[src/rtl/mem_access_unit.sv]
// Load/store unit with byte/half/word access, sign/zero extension and read-modify-write for sub-word stores.
// Latency: error 1, word store 2, load 3, sub-word store 4 cycles to done; requests are not accepted while busy.
module mem_access_unit #(
  parameter int ADDR_W = 32
) (
  input  logic              clk,
  input  logic              reset,
  input  logic              req,
  input  logic              we,
  input  logic [1:0]        size,
  input  logic              sign_ext,
  input  logic [ADDR_W-1:0] addr,
  input  logic [31:0]       wdata,
  output logic [31:0]       rdata,
  output logic              done,
  output logic              err,
  output logic              busy,
  output logic [ADDR_W-1:0] mem_addr,
  output logic              mem_wr,
  output logic [31:0]       mem_wdata,
  input  logic [31:0]       mem_rdata
);

  localparam logic [2:0] IDLE    = 3'd0;
  localparam logic [2:0] RD_WAIT = 3'd1;
  localparam logic [2:0] RD_CAP  = 3'd2;
  localparam logic [2:0] WR      = 3'd3;
  localparam logic [2:0] DONE    = 3'd4;

  logic [2:0]  state;
  logic        l_we;
  logic        l_sext;
  logic [1:0]  l_size;
  logic [1:0]  l_lane;
  logic [15:0] l_wdata;

  logic        misaligned;
  logic [4:0]  bsh;
  logic [4:0]  hsh;
  logic [7:0]  sel_b;
  logic [15:0] sel_h;
  logic [31:0] load_val;
  logic [31:0] merged;

  assign misaligned = (size == 2'b11) |
                      ((size == 2'b01) & addr[0]) |
                      ((size == 2'b10) & (addr[1:0] != 2'b00));

  // Lane shift amounts in bits; little-endian lane k sits at bit 8k.
  assign bsh   = {l_lane, 3'b000};
  assign hsh   = {l_lane[1], 4'b0000};
  assign sel_b = mem_rdata[bsh +: 8];
  assign sel_h = mem_rdata[hsh +: 16];

  always_comb begin
    load_val = mem_rdata;
    merged   = mem_rdata;
    case (l_size)
      2'b00: begin
        load_val = {{24{l_sext & sel_b[7]}}, sel_b};
        merged   = (mem_rdata & ~(32'h0000_00ff << bsh)) | ({24'h0, l_wdata[7:0]} << bsh);
      end
      2'b01: begin
        load_val = {{16{l_sext & sel_h[15]}}, sel_h};
        merged   = (mem_rdata & ~(32'h0000_ffff << hsh)) | ({16'h0, l_wdata} << hsh);
      end
      default: ;
    endcase
  end

  always_ff @(posedge clk or negedge reset) begin
    if (!reset) begin
      state     <= IDLE;
      l_we      <= 1'b0;
      l_sext    <= 1'b0;
      l_size    <= 2'b00;
      l_lane    <= 2'b00;
      l_wdata   <= 16'h0;
      rdata     <= 32'h0;
      done      <= 1'b0;
      err       <= 1'b0;
      busy      <= 1'b0;
      mem_addr  <= '0;
      mem_wr    <= 1'b0;
      mem_wdata <= 32'h0;
    end else begin
      case (state)
        IDLE: begin
          if (req) begin
            l_we     <= we;
            l_sext   <= sign_ext;
            l_size   <= size;
            l_lane   <= addr[1:0];
            l_wdata  <= wdata[15:0];
            busy     <= 1'b1;
            mem_addr <= {addr[ADDR_W-1:2], 2'b00};
            if (misaligned) begin
              state <= DONE;
              done  <= 1'b1;
              err   <= 1'b1;
            end else if (we && (size == 2'b10)) begin
              // Full-word store needs no read, so it goes straight to the write.
              state     <= WR;
              mem_wr    <= 1'b1;
              mem_wdata <= wdata;
            end else begin
              state <= RD_WAIT;
            end
          end
        end
        RD_WAIT: state <= RD_CAP;
        RD_CAP: begin
          if (l_we) begin
            mem_wdata <= merged;
            mem_wr    <= 1'b1;
            state     <= WR;
          end else begin
            rdata <= load_val;
            done  <= 1'b1;
            state <= DONE;
          end
        end
        WR: begin
          mem_wr <= 1'b0;
          done   <= 1'b1;
          state  <= DONE;
        end
        DONE: begin
          done  <= 1'b0;
          err   <= 1'b0;
          busy  <= 1'b0;
          state <= IDLE;
        end
        default: begin
          done   <= 1'b0;
          err    <= 1'b0;
          busy   <= 1'b0;
          mem_wr <= 1'b0;
          state  <= IDLE;
        end
      endcase
    end
  end

endmodule

[config.mk]
export PLATFORM = sky130hd
export DESIGN_NAME = mem_access_unit
export DESIGN_NICKNAME = d
export VERILOG_FILES = /design/src/rtl/mem_access_unit.sv
export SDC_FILE = /design/constraint.sdc
export NUM_CORES = 1
export LEC_CHECK = 0
export BUFFER_PORTS_ARGS = -buffer_cell sky130_fd_sc_hd__buf_2
export CORE_UTILIZATION = 55
export CTS_CLUSTER_DIAMETER = 50
export DETAILED_ROUTE_END_ITERATION = 8
export GPL_TIMING_DRIVEN = 0
export PLACE_DENSITY = 0.85
export REMOVE_ABC_BUFFERS = 1
export SYNTH_ARGS = -nofsm -noshare
export SYNTH_HDL_FRONTEND = slang
export SYNTH_SLANG_ARGS = --single-unit
[constraint.sdc]
create_clock -name clk -period 4.53 [get_ports clk]
set_input_delay 0.453 -clock clk [delete_from_list [all_inputs] [get_ports clk]]
set_output_delay 0.453 -clock clk [all_outputs]
set_load 0.1 [all_outputs]
# == Yosys cells after proc, flatten, opt, wreduce, memory -nomap -nowiden ==
# Cells that the tools add are included.
# totals
reg_bits,123
output_inout_bits,100
# classes
n_eq_ne,14
shift,6
muxes,24
n_bitwise,16
reduce_logical,14
# op_table
operator,n
$pmux 32 s2,3
$mux 32,4
$and 32x32->32,2
$not 32->32,2
$or 32x32->32,2
$shiftx 32x6->16,1
$shiftx 32x6->8,1
$shl 16x5->32,1
$shl 16x5->32 const A,1
$shl 8x5->32,1
$shl 8x5->32 const A,1
$ne 2x2->1 const B,6
$pmux 3 s4,1
$reduce_and 5->1,2
$mux 3,3
$mux 1,8
$eq 3x2->1 const B,2
$reduce_and 2->1,3
$and 1x1->1,4
$eq 2x1->1 const B,2
$eq 2x2->1 const B,2
$not 1->1,4
$pmux 1 s2,2
$pmux 1 s4,1
13 further kinds,15

# == Logic depth before layout (Yosys ltp) ==
# Gate-level depths: netlist (run 1).
# depth
depth_word,7
ltp_mapped,8
mapped_depth_nobuf,4

# == Worst setup path before layout (run 1) ==
# Ideal clock, no wire load.
# synth_timing
path_type,input to register
from,in size[0]
to,reg mem_wdata[10]
arrival_ns,1.739
setup_slack_ns,2.669
cell_stages,5
path_cell_list,or3_1 > o31a_1 > nand2b_4 > buf_2 > a22o_1
# synth_via
elab_chain_cells,6
elab_cells_between_ends,11
# synth_lines
element,line,source
"start, declared",10,"input logic [1:0] size,"
$eq 2x1->1,46,((size == 2'b01) & addr[0]) |
$and 1x1->1,46,
$or 1x1->1,45,assign misaligned = (size == 2'b11) |
$or 1x1->1,46,
$ne 2x2->1 (no source line),--,
$reduce_and 5->1 (no source line) (*),--,
"end signal, assigned",105,mem_wdata <= wdata;
"end signal, assigned",114,mem_wdata <= merged;
"end, declared",20,"output logic [31:0] mem_wdata,"
# Mark *: on every way between the ends. The rest lies on a longest branch, timed or not.
# A chain may end at the register's enable or synchronous reset.

# == Final worst setup path (run 1) ==
# layout_timing
from,reg state[1]
to,reg rdata[31]
# layout_via
elab_chain_cells,2
# layout_lines
element,line,source
"start, declared",30,logic [2:0] state;
"start signal, assigned",73,state <= IDLE;
"start signal, assigned",98,state <= DONE;
"start signal, assigned",103,state <= WR;
$eq 3x2->1,87,case (state)
$reduce_and 2->1 (no source line),--,
"end signal, assigned",118,rdata <= load_val;
"end, declared",14,"output logic [31:0] rdata,"
# No other way between the ends.

==> run_results.csv, run 1 <==
group,metric,value,unit
sta,maxSlewViolCount,0,
synth,synth_top_area_cell,"dfrtp_1",
floorplan,die_y,109,µm
sta,period_share,84.0,%
synth,synthArstFlopShare,100,%
synth,yosysSeqAreaShare,48.5,%
grt,grt_max_degree,69,
worst_setup_path,path_cells,"or3b_1, nor2_4, nand3_1, o211ai_1",
sta,max_slew_margin,7.61,%
detailed_routing,ant_nets,0,
job,drv_cap,0,
synth,synth_area,6350,µm²
outcome,run_status,"complete, but fails checks",
grt,grt.overflow.total,0,
layout,layout_commonest_cell,"buf_2",
detailed_routing,vias,5906,
floorplan,start_util,57.6,%
detailed_routing,drtIter0Drc,640,
floorplan,ios,203,
sta,clock_skew,6.61,ps
outcome,violations,"hold timing",
detailed_routing,drc_errors,0,
worst_setup_path,cp_slowest_cell,"or3b_1",
layout,area_growth,24.6,%
sta,rsz0062_at_grt,"false",
sta,setup_tns,0,ps
synth,synth-edff-count,0,
detailed_routing,drt_pass1_iterations,6,
synth,ys_seq_elements,123,
worst_setup_path,rr_worst_depth,4,
worst_setup_path,startpoint_type,"flip-flop",
worst_setup_path,critPathKind,"flip-flop to flip-flop",
floorplan,num_rows,38,
cts,cts.clk_slew.worst_paths,50,ps
cts,clk_latency,410,ps
grt,track_usage,33.1,%
placed_design,placed_area,7340,µm²
grt,grt_pass1_vias,5787,
placed_design,gp_congestion,0.862,
sta,clock.fmax,0.263,GHz
sta,final-setup-viol-count,0,
synth,avgSynthCellArea,10.1,µm²
layout,finalInstanceArea,7910,µm²
cts,cts_buffer_depth,2,
placed_design,dp_hpwl,12700,µm
floorplan,dieWidth,109,µm
synth,synth.top_cell.area_share,48.5,%
worst_setup_path,reg2reg_setup_slack,720,ps
synth,synth.area.top_cells,"dfrtp_1, mux2_2, o21ai_0",
min_path,min_path_type,"input port to asynchronous set/reset pin",
layout,drive_gt1_share,36.1,%
floorplan,dieArea,12000,µm²
sta,final_hold_viol_count,5,
worst_setup_path,required,4840,ps
cts,post_cts_buffers,0,
layout,diodes,0,
cts,htree_levels,4,
worst_setup_path,r2r_end,"rdata[31]",
grt,grt_pass1_wl,29800,µm
detailed_routing,routed_wl,19100,µm
grt,antenna_found_initial,0,
cts,cts_tree,"done",
cts,root_buffer,"clkbuf_16",
cts,ctsHoldBuffers,0,
sta,worst_pin_slew,1390,ps
sta,fin_hold_ws,-8.19,ps
cts,clock_sinks,123,
synth,yosysWarningCount,0,
cts,cts_buffers,17,
detailed_routing,viasPerCell,6.24,
layout,finish.utilization,71.7,%
placed_design,port_buffers,200,
floorplan,coreArea,11000,µm²
worst_setup_path,cp_max_fo,32,
synth,synth_cell_type_count,47,
sta,post-route-min-period,3810,ps
worst_setup_path,worst_ep_arrival_time,4120,ps
layout,final_cell_mix,"buf_2, dfrtp_1, o21ai_0, mux2_2, nor2_1",
worst_setup_path,r2r-start,"state[1]",
layout,nNetsFinal,896,
synth,synthCells,630,
worst_setup_path,worst_setup_path_end_kind,"flip-flop",
synth,synthFlopType,"dfrtp_1",
detailed_routing,post_drt_wl_per_cell,20.2,µm
worst_setup_path,critPathMaxStageDelay,900,ps
layer usage:
metal | up-vias | track usage, % | share of wire (%)
met5 | - | 0 | 0
met4 | 0 | 15.8 | 2.6
met3 | 49 | 7.88 | 10
met2 | 400 | 52.2 | 48
met1 | 2813 | 43.2 | 40
li1 | 2644 | - | -
flip-flops by register name (all words and copies together) (netlist names):
name	count
busy	1
done	1
err	1
l_lane	2
l_sext	1
l_size	2
l_wdata	16
l_we	1
mem_addr	30
mem_wdata	32
mem_wr	1
rdata	32
state	3
final cells by class:
cell class,count,area (µm²)
clock buffer,24,472
clock inverter,8,92.6
fill,791,3120
inverter,4,15.0
multi-input combinational,444,3000
sequential,123,3080
tap,140,175
timing repair buffer,203,1070
cell usage after synthesis (all sizes together), types with 2 or more instances:
master	n
nor3	3
nand2b	3
a22oi	7
and3	15
nand3	34
o211ai	18
o21a	2
a21o	7
and2	3
a22o	17
nand3b	7
nor2	51
inv	4
a211oi	15
dfrtp	123
a32oi	15
a21oi	35
nand2	35
o31ai	15
mux2	51
a211o	7
buf	23
nor2b	13
mux2i	21
a31oi	3
or2	2
o2111ai	2
o21ai	51
clkbuf	37
worst max-delay path: cells and delay by family (launching register included):
family / cells / cell delay [ps]
simple gates: 3 / 2490
compound gates: 1 / 310
flops: 1 / 870
how the worst max path moves through the flow:
stage / from / endpoint / slack [ps] / depth (start not counted)
6_report: state[1] / rdata[31] / 720 / 4
5_1_grt: state[1] / rdata[31] / 540 / 4
4_1_cts: state[1] / rdata[31] / 230 / 4
3_5_place_dp: state[1] / rdata[31] / 240 / 4
3_3_place_gp: state[1] / rdata[31] / 320 / 4
2_1_floorplan: state[2] / l_lane[0] / 1590 / 3
what timing repair did:
action | 4_1_cts | 5_1_grt
resized for setup | 0 | 1
hold endpoints to repair | 0 | 0
endpoints found under the setup margin | 0 | 7
logic make-up after synthesis:
| logic type | synth area share (%) |
|---|---|
| buffers and inverters | 4.49 |
| multiplexers | 12.7 |
| flip-flops | 48.5 |
| AND/OR/NAND/NOR | 13.1 |
| other | 0.0591 |
| AO/OA/AOI/OAI | 21.2 |
metrics by stage:
| stage | hold WS, ps | worst slack, ps | std cells |
|---|---|---|---|
| after global routing | 27.5 | 536 | 946 |
| final | -8.19 | 723 | 946 |
| after CTS | 6.34 | 235 | 946 |
| after global placement | 469 | 320 | 911 |
| after detailed placement | 449 | 241 | 914 |
| after floorplan | 157 | 1590 | 571 |
Power of run 1 is not shown: default switching activity piles up to over one toggle a cycle in this logic, so the estimate is an artifact.
==> run 2, diff against run 1 <==
- ABC_AREA: default -> 1
- CORE_UTILIZATION: 55 -> 53
- PLACE_DENSITY: 0.85 -> 0.81
- clock period: 4.53 -> 3.7 ns (I/O delays scaled with it)
==> run_results.csv, run 2 <==
group,metric,value,unit
layout,drive_gt1_share,22.4,%
detailed_routing,drt_pass1_iterations,9,
layout,nFillCells,1246,
synth,synth.top_cell.area_share,41.3,%
sta,maxSlewViolCount,0,
grt,grt_pass1_vias,7164,
cts,cts_buffer_depth,2,
placed_design,port_buffers,200,
grt,grt_max_degree,73,
cts,root_buffer,"clkbuf_16",
worst_setup_path,path_cells,"inv_2, nand2_4, nor2_4, nand2_2, nand3_2, nand2_1, o21ai_1",
outcome,run_status,"finished, final reports clean",
placed_design,dp_hpwl,14400,µm
synth,synth-simple-area-share,40.0,%
floorplan,coreArea,13500,µm²
cts,cts_tree,"done",
sta,final-setup-viol-count,0,
worst_setup_path,critPathKind,"flip-flop to flip-flop",
min_path,min_path_type,"input port to flip-flop",
worst_setup_path,worst_setup_path_end_kind,"flip-flop",
floorplan,dieWidth,121,µm
sta,fin_hold_ws,139,ps
layout,layout_commonest_cell,"nand2_1",
floorplan,num_rows,42,
sta,post-route-min-period,3260,ps
sta,rsz0062_at_grt,"false",
layout,area_growth,20.0,%
placed_design,dp_cells,1407,
layout,multi_input_area,3610,µm²
synth,synth-edff-count,0,
synth,synth_most_common_cell,"nand2_1",
layout,reg.largest.list,"mem_wdata (32), rdata (32), mem_addr (30)",
cts,post_cts_buffers,0,
grt,grt.overflow.total,0,
layout,final_cell_mix,"nand2_1, buf_2, dfrtp_1",
job,drv_cap,0,
sta,clock_skew,9.49,ps
grt,track_usage,31.5,%
floorplan,dieArea,14500,µm²
worst_setup_path,cp_slowest_cell,"nand3_2",
synth,yosysWarningCount,0,
cts,ctsHoldBuffers,1,
layout,nNetsFinal,1354,
synth,synth_top_family_by_area,"simple AND/OR/NAND/NOR gates",
synth,synthCells,1087,
floorplan,die_y,121,µm
detailed_routing,post_drt_wl_per_cell,15.3,µm
layout,fin_cells,1441,
worst_setup_path,worst_ep_arrival_time,3580,ps
detailed_routing,ant_nets,0,
synth,yosysSeqAreaShare,41.3,%
grt,grt_pass1_wl,35400,µm
worst_setup_path,critPathBufInv,1,
sta,max_slew_margin,15.6,%
worst_setup_path,reg2reg_setup_slack,440,ps
detailed_routing,routed_wl,22000,µm
cts,cts_buffers,17,
detailed_routing,vias,7635,
cts,cts.clk_slew.worst_paths,60,ps
cts,ctsResizeCount,0,
worst_setup_path,critPathMaxStageDelay,890,ps
synth,synth_top_area_cell,"dfrtp_1",
synth,synth.area.top_cells,"dfrtp_1, nand2_1, nand3_1",
synth,synth_cell_type_count,30,
synth,synth_compound_area_share,8.19,%
sta,worst_pin_slew,1260,ps
floorplan,start_util,55.4,%
floorplan,ios,203,
synth,synthAdderAreaFrac,0,%
synth,ys_seq_elements,123,
layout,seq_area,3080,µm²
worst_setup_path,cp_max_fo,42,
placed_design,gp_congestion,0.864,
sta,period_share,88.1,%
detailed_routing,drtIter0Drc,662,
synth,synthArstFlopShare,100,%
synth,synth_commonest_cells,"nand2_1, dfrtp_1, nor2_1, inv_1, nand3_1",
worst_setup_path,required,4020,ps
grt,antenna_found_initial,3,
detailed_routing,viasPerCell,5.30,
sta,clock.fmax,0.307,GHz
cts,clock_sinks,123,
sta,final_hold_viol_count,0,
cts,clk_latency,430,ps
worst_setup_path,critPathTopFamily,"simple AND/OR/NAND/NOR gates",
worst_setup_path,startpoint_type,"flip-flop",
synth,avgSynthCellArea,6.86,µm²
synth,synth-xor-area-share,0,%
detailed_routing,drc_errors,0,
synth,synth_area,7450,µm²
cts,htree_levels,4,
synth,synthFlopType,"dfrtp_1",
synth,synth_mux_area_share,0,%
## run 2: cell count changes after synthesis, moves of 17 or more
| cell | delta |
|---|---|
| inv_1 | +86 |
| nand2_1 | +413 |
| o21ai_1 | +19 |
| mux2_2 | -51 |
| mux2i_1 | -21 |
| o21ai_0 | -23 |
| nor2_1 | +58 |
| clkbuf_1 | -34 |
| nand3_1 | +53 |
| a22o_1 | -17 |
## run 2: cell families (layout without fill, tap and decap cells)
kind of cell / after synthesis / after routing
flip-flops: 123 / 123
buffers and inverters: 155 / 331
AND/OR/NAND/NOR: 710 / 710
other: 1 / 3
AO/OA/AOI/OAI: 98 / 98
## run 2: cell type report
| cell class | count | share of cell area, % |
|---|---|---|
| Timing Repair Buffer | 204 | 12.1 |
| Tap cell | 176 | 2.46 |
| Sequential cell | 123 | 34.4 |
| Multi-Input combinational cell | 810 | 40.4 |
| Inverter | 95 | 3.99 |
| Antenna cell | 1 | 0.0280 |
| Clock inverter | 14 | 1.65 |
| Clock buffer | 18 | 4.91 |
## run 2: stage by stage
step / worst slack, ps / util [%] / setup TNS [ps] / area (µm²)
after floorplan: 399 / - / 0 / 7040
after global placement: -979 / 61.4 / -28830 / 8260
after detailed placement: 491 / 62.0 / 0 / 8340
after CTS: 464 / 66.4 / 0 / 8940
after global routing: 186 / 66.5 / 0 / 8940
final: 440 / 66.5 / 0 / 8940
## run 2: metal layers
| metal | routed length [µm] | up-vias | global-route usage, % |
|---|---|---|---|
| met5 | 17 | - | 0 |
| met4 | 550 | 4 | 13.3 |
| met3 | 2010 | 57 | 8.63 |
| met2 | 10200 | 355 | 50.8 |
| met1 | 9230 | 3523 | 39.9 |
| li1 | - | 3696 | - |
## run 2: worst reg2reg max path, cell delays in order, from the launching register on
cell and delay, ps:
dfrtp_1 450, inv_2 130, nand2_4 80, nor2_4 730
nand2_2 630, nand3_2 900, nand2_1 130, o21ai_1 120
## run 2: worst paths after layout
check	from	end	depth (start not counted)
setup / recovery	state[2]	mem_wdata[27]	7
hold / removal	addr[4]	mem_addr[4]	3
setup reg to reg	state[2]	mem_wdata[27]	7
hold reg to reg	mem_wdata[16]	mem_wdata[16]	2
max in group asynchronous	reset	mem_wdata[3]	3
min in group asynchronous	reset	rdata[26]	2
Power of run 2 is left out for the same reason.
